File: src/rtl/imm_ext_pipe.sv
// rtl/imm_ext_pipe.sv - registered immediate extender with 2-entry skid buffer
module imm_ext_pipe #(
  parameter int XLEN    = 32,
  parameter int TAG_W   = 5,
  parameter int SHAMT_W = $clog2(XLEN)
) (
  input  logic             clk_i,
  input  logic             rst_ni,
  input  logic             valid_i,
  output logic             ready_o,
  input  logic [24:0]      instr_31_7_i,
  input  logic [2:0]       imm_src_i,
  input  logic [TAG_W-1:0] tag_i,
  output logic             valid_o,
  input  logic             ready_i,
  output logic [XLEN-1:0]  imm_ext_o,
  output logic [TAG_W-1:0] tag_o,
  output logic             illegal_o
);

  // Only RV32/RV64 datapaths exist; shift width follows XLEN.
  if (!(XLEN == 32 || XLEN == 64)) begin : g_bad_xlen
    $error("imm_ext_pipe: XLEN must be 32 or 64");
  end
  if (SHAMT_W != $clog2(XLEN)) begin : g_bad_shamt
    $error("imm_ext_pipe: SHAMT_W is derived from XLEN and must not be overridden");
  end

  typedef enum logic [1:0] {EMPTY, ONE, TWO} state_t;

  state_t            state, state_n;
  logic              in_xfer, out_xfer;
  logic              load_m_in, load_s, m_from_s;

  logic [24:0]       b;
  logic [XLEN-1:0]   dec_imm;
  logic              dec_ill;
  logic [63:0]       u_wide;

  logic [XLEN-1:0]   s_imm;
  logic [TAG_W-1:0]  s_tag;
  logic              s_ill;

  assign b = instr_31_7_i;
  // U-type is a 32-bit value; build it at 64 bits and keep the low XLEN.
  assign u_wide = {{32{b[24]}}, b[24:5], 12'b0};

  // Immediate format decode and extension to XLEN.
  always_comb begin
    dec_imm = '0;
    dec_ill = 1'b0;
    case (imm_src_i)
      3'b000: dec_imm = {{(XLEN-12){b[24]}}, b[24:13]};
      3'b001: dec_imm = {{(XLEN-12){b[24]}}, b[24:18], b[4:0]};
      3'b010: dec_imm = {{(XLEN-13){b[24]}}, b[24], b[0], b[23:18], b[4:1], 1'b0};
      3'b011: dec_imm = u_wide[XLEN-1:0];
      3'b100: dec_imm = {{(XLEN-21){b[24]}}, b[24], b[12:5], b[13], b[23:14], 1'b0};
      3'b101: begin
        dec_imm = {{(XLEN-SHAMT_W){1'b0}}, b[SHAMT_W+12:13]};
        // instr[25] set means shamt >= 32, which RV32 cannot encode.
        dec_ill = (XLEN == 32) && b[18];
      end
      3'b110: dec_imm = {{(XLEN-5){1'b0}}, b[12:8]};
      default: dec_imm = {{(XLEN-13){1'b0}}, b[24], b[0], b[23:18], b[4:1], 1'b0};
    endcase
  end

  assign in_xfer  = valid_i & ready_o;
  assign out_xfer = valid_o & ready_i;
  assign valid_o  = (state != EMPTY);

  // Occupancy state register.
  always_ff @(posedge clk_i or negedge rst_ni) begin
    if (!rst_ni) begin
      state   <= EMPTY;
      ready_o <= 1'b1;
    end else begin
      state   <= state_n;
      ready_o <= (state_n != TWO);
    end
  end

  // Next occupancy and which register loads from where.
  always_comb begin
    state_n   = state;
    load_m_in = 1'b0;
    load_s    = 1'b0;
    m_from_s  = 1'b0;
    case (state)
      EMPTY: begin
        if (in_xfer) begin
          load_m_in = 1'b1;
          state_n   = ONE;
        end
      end
      ONE: begin
        if (in_xfer && out_xfer) begin
          load_m_in = 1'b1;
        end else if (in_xfer) begin
          load_s  = 1'b1;
          state_n = TWO;
        end else if (out_xfer) begin
          state_n = EMPTY;
        end
      end
      TWO: begin
        if (out_xfer) begin
          m_from_s = 1'b1;
          state_n  = ONE;
        end
      end
      default: state_n = EMPTY;
    endcase
  end

  // Main (output) register: fresh item or promoted skid item.
  always_ff @(posedge clk_i or negedge rst_ni) begin
    if (!rst_ni) begin
      imm_ext_o <= '0;
      tag_o     <= '0;
      illegal_o <= 1'b0;
    end else if (load_m_in) begin
      imm_ext_o <= dec_imm;
      tag_o     <= tag_i;
      illegal_o <= dec_ill;
    end else if (m_from_s) begin
      imm_ext_o <= s_imm;
      tag_o     <= s_tag;
      illegal_o <= s_ill;
    end
  end

  // Skid register: catches the item accepted while main is stalled.
  always_ff @(posedge clk_i or negedge rst_ni) begin
    if (!rst_ni) begin
      s_imm <= '0;
      s_tag <= '0;
      s_ill <= 1'b0;
    end else if (load_s) begin
      s_imm <= dec_imm;
      s_tag <= tag_i;
      s_ill <= dec_ill;
    end
  end

endmodule
File: config.mk
export PLATFORM = sky130hd
export DESIGN_NAME = imm_ext_pipe
export DESIGN_NICKNAME = d
export VERILOG_FILES = /design/src/rtl/imm_ext_pipe.sv
export SDC_FILE = /design/constraint.sdc
export NUM_CORES = 1
export LEC_CHECK = 0
export ABC_CLOCK_PERIOD_IN_PS = 5650
export CELL_PAD_IN_SITES_DETAIL_PLACEMENT = 0
export CELL_PAD_IN_SITES_GLOBAL_PLACEMENT = 1
export CORE_MARGIN = 4
export CORE_UTILIZATION = 43
export CTS_CLUSTER_DIAMETER = 150
export DETAILED_ROUTE_END_ITERATION = 10
export PLACE_DENSITY = 0.84
export SETUP_SLACK_MARGIN = 0.2
export SLEW_MARGIN = 20
export SYNTH_ARGS = -nofsm -noshare
export SYNTH_HDL_FRONTEND = slang
export SYNTH_SLANG_ARGS = --single-unit
export TNS_END_PERCENT = 100
File: constraint.sdc
create_clock -name clk_i -period 5.65 [get_ports clk_i]
set_clock_uncertainty 0.15 [all_clocks]
set_input_delay 0.8475 -clock clk_i [delete_from_list [all_inputs] [get_ports clk_i]]
set_output_delay 0.8475 -clock clk_i [all_outputs]
set_load 0.01 [all_outputs]
======== Yosys cells after proc, flatten, opt, wreduce, memory -nomap -nowiden ========
Cells that the tools add are included.
storage, ports and cells
  register bits ........................... 79
cells by class
  multiplexer cells ....................... 21
  equality and inequality tests ........... 9
  bitwise operators ....................... 2
  reductions and logical operators ........ 5
operators by type and width
  cell                                                              number
  32-bit case mux with 7 select lines                               1
  32-bit two-way mux                                                2
  2-bit two-way mux                                                 5
  5-bit two-way mux                                                 2
  3-bit == test (second input constant)                             3
  1-bit two-way mux                                                 9
  3-bit by 2-bit == test with 1-bit output (second input constant)  2
  2-bit case mux with 3 select lines                                1
  2-bit nonzero test                                                2
  3-bit by 1-bit == test with 1-bit output (second input constant)  1
  3-bit logical NOT                                                 1
  1-bit bitwise AND                                                 2
  2-bit by 1-bit == test with 1-bit output (second input constant)  1
  2-bit == test (second input constant)                             1
  2-bit logical NOT                                                 1
  2-bit inequality test (second input constant)                     1
  1-bit case mux with 2 select lines                                1
  1-bit logical AND                                                 1

======== Depth between registers and ports, before layout ========
  word-level depth ........................ 7
  mapped depth ............................ 7
  depth with buffers taken out ............ 4

======== Worst setup path after synthesis ========
OpenSTA, ideal clock, no wires.
  path kind ............................... input to register
  from .................................... input port imm_src_i[0]
  to ...................................... register s_imm[3]
  path slack .............................. 3.346 ns
  data required time ...................... 5.375 ns
  stages .................................. 6
  library setup time ...................... 0.125 ns
  arrival ................................. 2.029 ns
  buffers on the path ..................... 2
  cell sequence ........................... buf_6 and2_4 buf_6 mux2_4 a221o_1 mux2_4
on the way
  longest elaborated chain between the ends .. 2
ends and longest elaborated chain
  what                                     RTL line  text
  from (decl)                              12        input logic [2:0] imm_src_i,
  3-bit == test (tied with other cells)    52        case (imm_src_i)
  32-bit case mux with 7 select lines (*)  52
  to (signal assigned)                     140       s_imm <= dec_imm;
  to (decl)                                40        logic [XLEN-1:0] s_imm;
Every way passes the cells marked *; elsewhere a longest branch is shown, timed or not.
A chain may end at the register's enable or synchronous reset.

======== Final worst setup path ========
  from .................................... input port imm_src_i[2]
  to ...................................... register imm_ext_o[8]
on the way
  longest elaborated chain between the ends .. 3
ends and longest elaborated chain
  what                                     RTL line  text
  3-bit == test (tied with other cells)    52
  32-bit case mux with 7 select lines (*)  52
  32-bit two-way mux (*)                   122       end else if (load_m_in) begin
  to (signal assigned)                     123       imm_ext_o <= dec_imm;
  to (signal assigned)                     127       imm_ext_o <= s_imm;
  to (decl)                                16        output logic [XLEN-1:0] imm_ext_o,
Marks and branches as above.

==> results_dict.tcl <==
set metrics [dict create \
    cts_max_level 3 \
    final_common_cell "dfrtp_1" \
    boundaryPins 77 \
    avgSynthCellArea_um2 10.4 \
    leakage_nw 2.21 \
    layout-drive-gt1-share_pct 10.2 \
    drtAntennaViolNets 0 \
    grt_max_degree 80 \
    die_h_um 102 \
    cp-start-kind "primary input" \
    drtPass1Iterations 4 \
    timing.final.crit_share_pct 56.3 \
    syn_area_um2 3760 \
    timing.rr.start "state[1]$_DFF_PN0_" \
    finalNetCount 462 \
    final.setup.tns_ns 0 \
    drtIter0Drc 144 \
    slowest_delay_ns 0.96 \
    layout_common_cells "dfrtp_1 (78), clkdlybuf4s50_1 (75), nand2_1 (63)" \
    synth_edf_count 0 \
    worst_slew_pin_slew_ns 1.03 \
    crit_slowest_cell "clkdlybuf4s50_1" \
    start_util_pct 44.9 \
    finalSetupViolCount 0 \
    grt_overflow 0 \
    netlist_top_cells_area "dfrtp_1 (52%), nand2_1 (6.4%), a21o_1 (5.6%)" \
    grt_usage_pct 19.0 \
    synth_ff_type "dfrtp_1" \
    grt_pass1_vias 3072 \
    reg2reg_to "imm_ext_o[23]$_DFFE_PN0P_" \
    cp_max_fo 22 \
    r2r_cells 5 \
    cts_made_buffers 9 \
    crit_buf_inv 1 \
    yosysUniqueCellTypes 37 \
    diodes 0 \
    ir_drop_mv 0.217 \
    status "completed" \
    die_x_um 102 \
    synth_fp_nets 400 \
    cts_root_buf "clkbuf_8" \
    slew_viol_final 0 \
    core_area_um2 8380 \
    clock_latency_ns 0.35 \
    powerDensity_nw_per_um2 473 \
    fp-row-count 33 \
    postSynthCellCount 363 \
    clockBufferDepth 2 \
    worstSetupPathType "in2reg" \
    yosysWarnings 0 \
    max_slew_margin_pct 31.4 \
    worstPathArrival_ns 3.32 \
    post-route-util_pct 56.9 \
    avgViaCountPerCell 5.55 \
    port_buffers 76 \
    antenna_found_initial 0 \
    finalCriticalPeriod_ns 3.18 \
    ys_ff_latch 79 \
    drv_cap 0 \
    area_growth_pct 26.7 \
    gp_congestion 0.807 \
    grt_pass1_wl_mm 15.3 \
    fill_cells 740 \
    cts-hold-fix-buffers 0 \
    postCtsSetupRepairBufs 0 \
    multiInputGateArea_um2 1650 \
    yosys.area.top_type "dfrtp_1" \
    dieArea_um2 10300 \
    fmax_mhz 314 \
    end_kind "register" \
    cts-resized-gates 0 \
    rsz0062_at_grt "no" \
    cts_sinks 79 \
    hpwl_mm 6.25 \
    seq_area_um2 1980 \
    drc 0 \
    synthArstFlopShare_pct 100 \
    drt_wl_total_mm 9.34 \
    critPathRequiredTime_ns 5.79 \
    hold_class "in2async" \
    ff2ff_setup_slack_ns 3.23 \
    wl_per_cell_um 17.5 \
    crit_family "compound AO/OA/AOI/OAI gates" \
    vias 2967 \
    netlist.area_leader.share_pct 51.9 \
    hold_violations 0 \
    path_cells "clkdlybuf4s50_1, and3b_1, a21oi_1, a32oi_1, nand2_1" \
    cts_tree "yes" \
    clkTransAtPathRegs_ns 0.08 \
    seq_area_frac_synth_pct 52.6 \
]
[stage by stage]
| stage | total power (W) | instance area, um2 | std cells | hold WS, ns | worst slack, ns |
|---|---|---|---|---|---|
| floorplan | 0.00141 | 3760 | 363 | 0.289 | 3.35 |
| global placement | 0.00182 | 4550 | 518 | 0.298 | 2.20 |
| detailed placement | 0.00185 | 4550 | 518 | 0.305 | 2.14 |
| CTS | 0.00227 | 4750 | 534 | 0.327 | 2.51 |
| global route | 0.00241 | 4770 | 535 | 0.331 | 2.30 |
| finish | 0.00225 | 4770 | 535 | 0.304 | 2.47 |
[worst max path at each step]
stage	from	to	slack [ns]	depth (start not counted)
after floorplan	imm_src_i[0]	s_imm[3]$_DFFE_PN0P_	3.35	6
after global placement	imm_src_i[2]	imm_ext_o[5]$_DFFE_PN0P_	2.20	5
after detailed placement	imm_src_i[2]	imm_ext_o[6]$_DFFE_PN0P_	2.14	5
after CTS	imm_src_i[2]	imm_ext_o[8]$_DFFE_PN0P_	2.51	5
after global routing	imm_src_i[2]	imm_ext_o[5]$_DFFE_PN0P_	2.30	5
final	imm_src_i[2]	imm_ext_o[8]$_DFFE_PN0P_	2.47	5
[state kept, by name (all words and copies together) (netlist names)]
signal     count
imm_ext_o     32
s_imm         32
state          2
illegal_o      1
s_tag          5
s_ill          1
tag_o          5
ready_o        1
[layout make-up]
class | count | area share, %
Clock buffer | 10 | 2.68
Clock inverter | 6 | 1.44
Inverter | 3 | 0.236
Multi-Input combinational cell | 252 | 34.6
Sequential cell | 79 | 41.5
Tap cell | 105 | 2.76
Timing Repair Buffer | 80 | 16.8
[cells in the mapped netlist (2+ instances only)]
| cell type | count |
|---|---|
| a211oi_1 | 8 |
| clkbuf_1 | 13 |
| nand2b_1 | 2 |
| mux2i_1 | 8 |
| and3b_1 | 3 |
| mux2_2 | 13 |
| mux2_4 | 2 |
| a22oi_1 | 8 |
| buf_2 | 13 |
| inv_1 | 3 |
| a22o_1 | 14 |
| buf_6 | 2 |
| o21ai_0 | 26 |
| nor2b_1 | 13 |
| a21o_1 | 28 |
| o22a_1 | 6 |
| dfrtp_1 | 78 |
| nor3_2 | 2 |
| a32o_1 | 4 |
| a32oi_1 | 6 |
| a221oi_1 | 4 |
| nand3_1 | 7 |
| a21oi_1 | 22 |
| nor2_1 | 2 |
| nand2_1 | 64 |
[layer usage]
layer  track usage, %  wire length (um)
met5                0                 0
met4             6.13               130
met3             4.27               486
met2             29.1              4370
met1             26.9              4350
[worst register-to-register path, stage by stage (launching register included)]
cell and delay, ns:
dfrtp_1 0.55, and3b_2 0.94, a21oi_2 0.03, buf_4 0.27, a22o_1 0.22, a21o_1 0.16
[power by group]
part / switching, W / total (W) / internal, W
sequential: 0.000153 / 0.000976 / 0.000823
clock: 0.000211 / 0.000418 / 0.000207
combinational: 0.000384 / 0.000860 / 0.000476
total: 0.000748 / 0.00225 / 0.00151
[logic make-up after synthesis]
| group | after synthesis | share of synthesized area [%] |
|---|---|---|
| buffers and inverters | 32 | 4.02 |
| and+or+nand+nor | 97 | 12.0 |
| AOI/OAI and AO/OA | 131 | 24.3 |
| xor gates and xnor gates | 1 | 0.233 |
| DFF | 79 | 52.6 |
| muxes | 23 | 6.82 |
(Power assumes the default switching activity.)
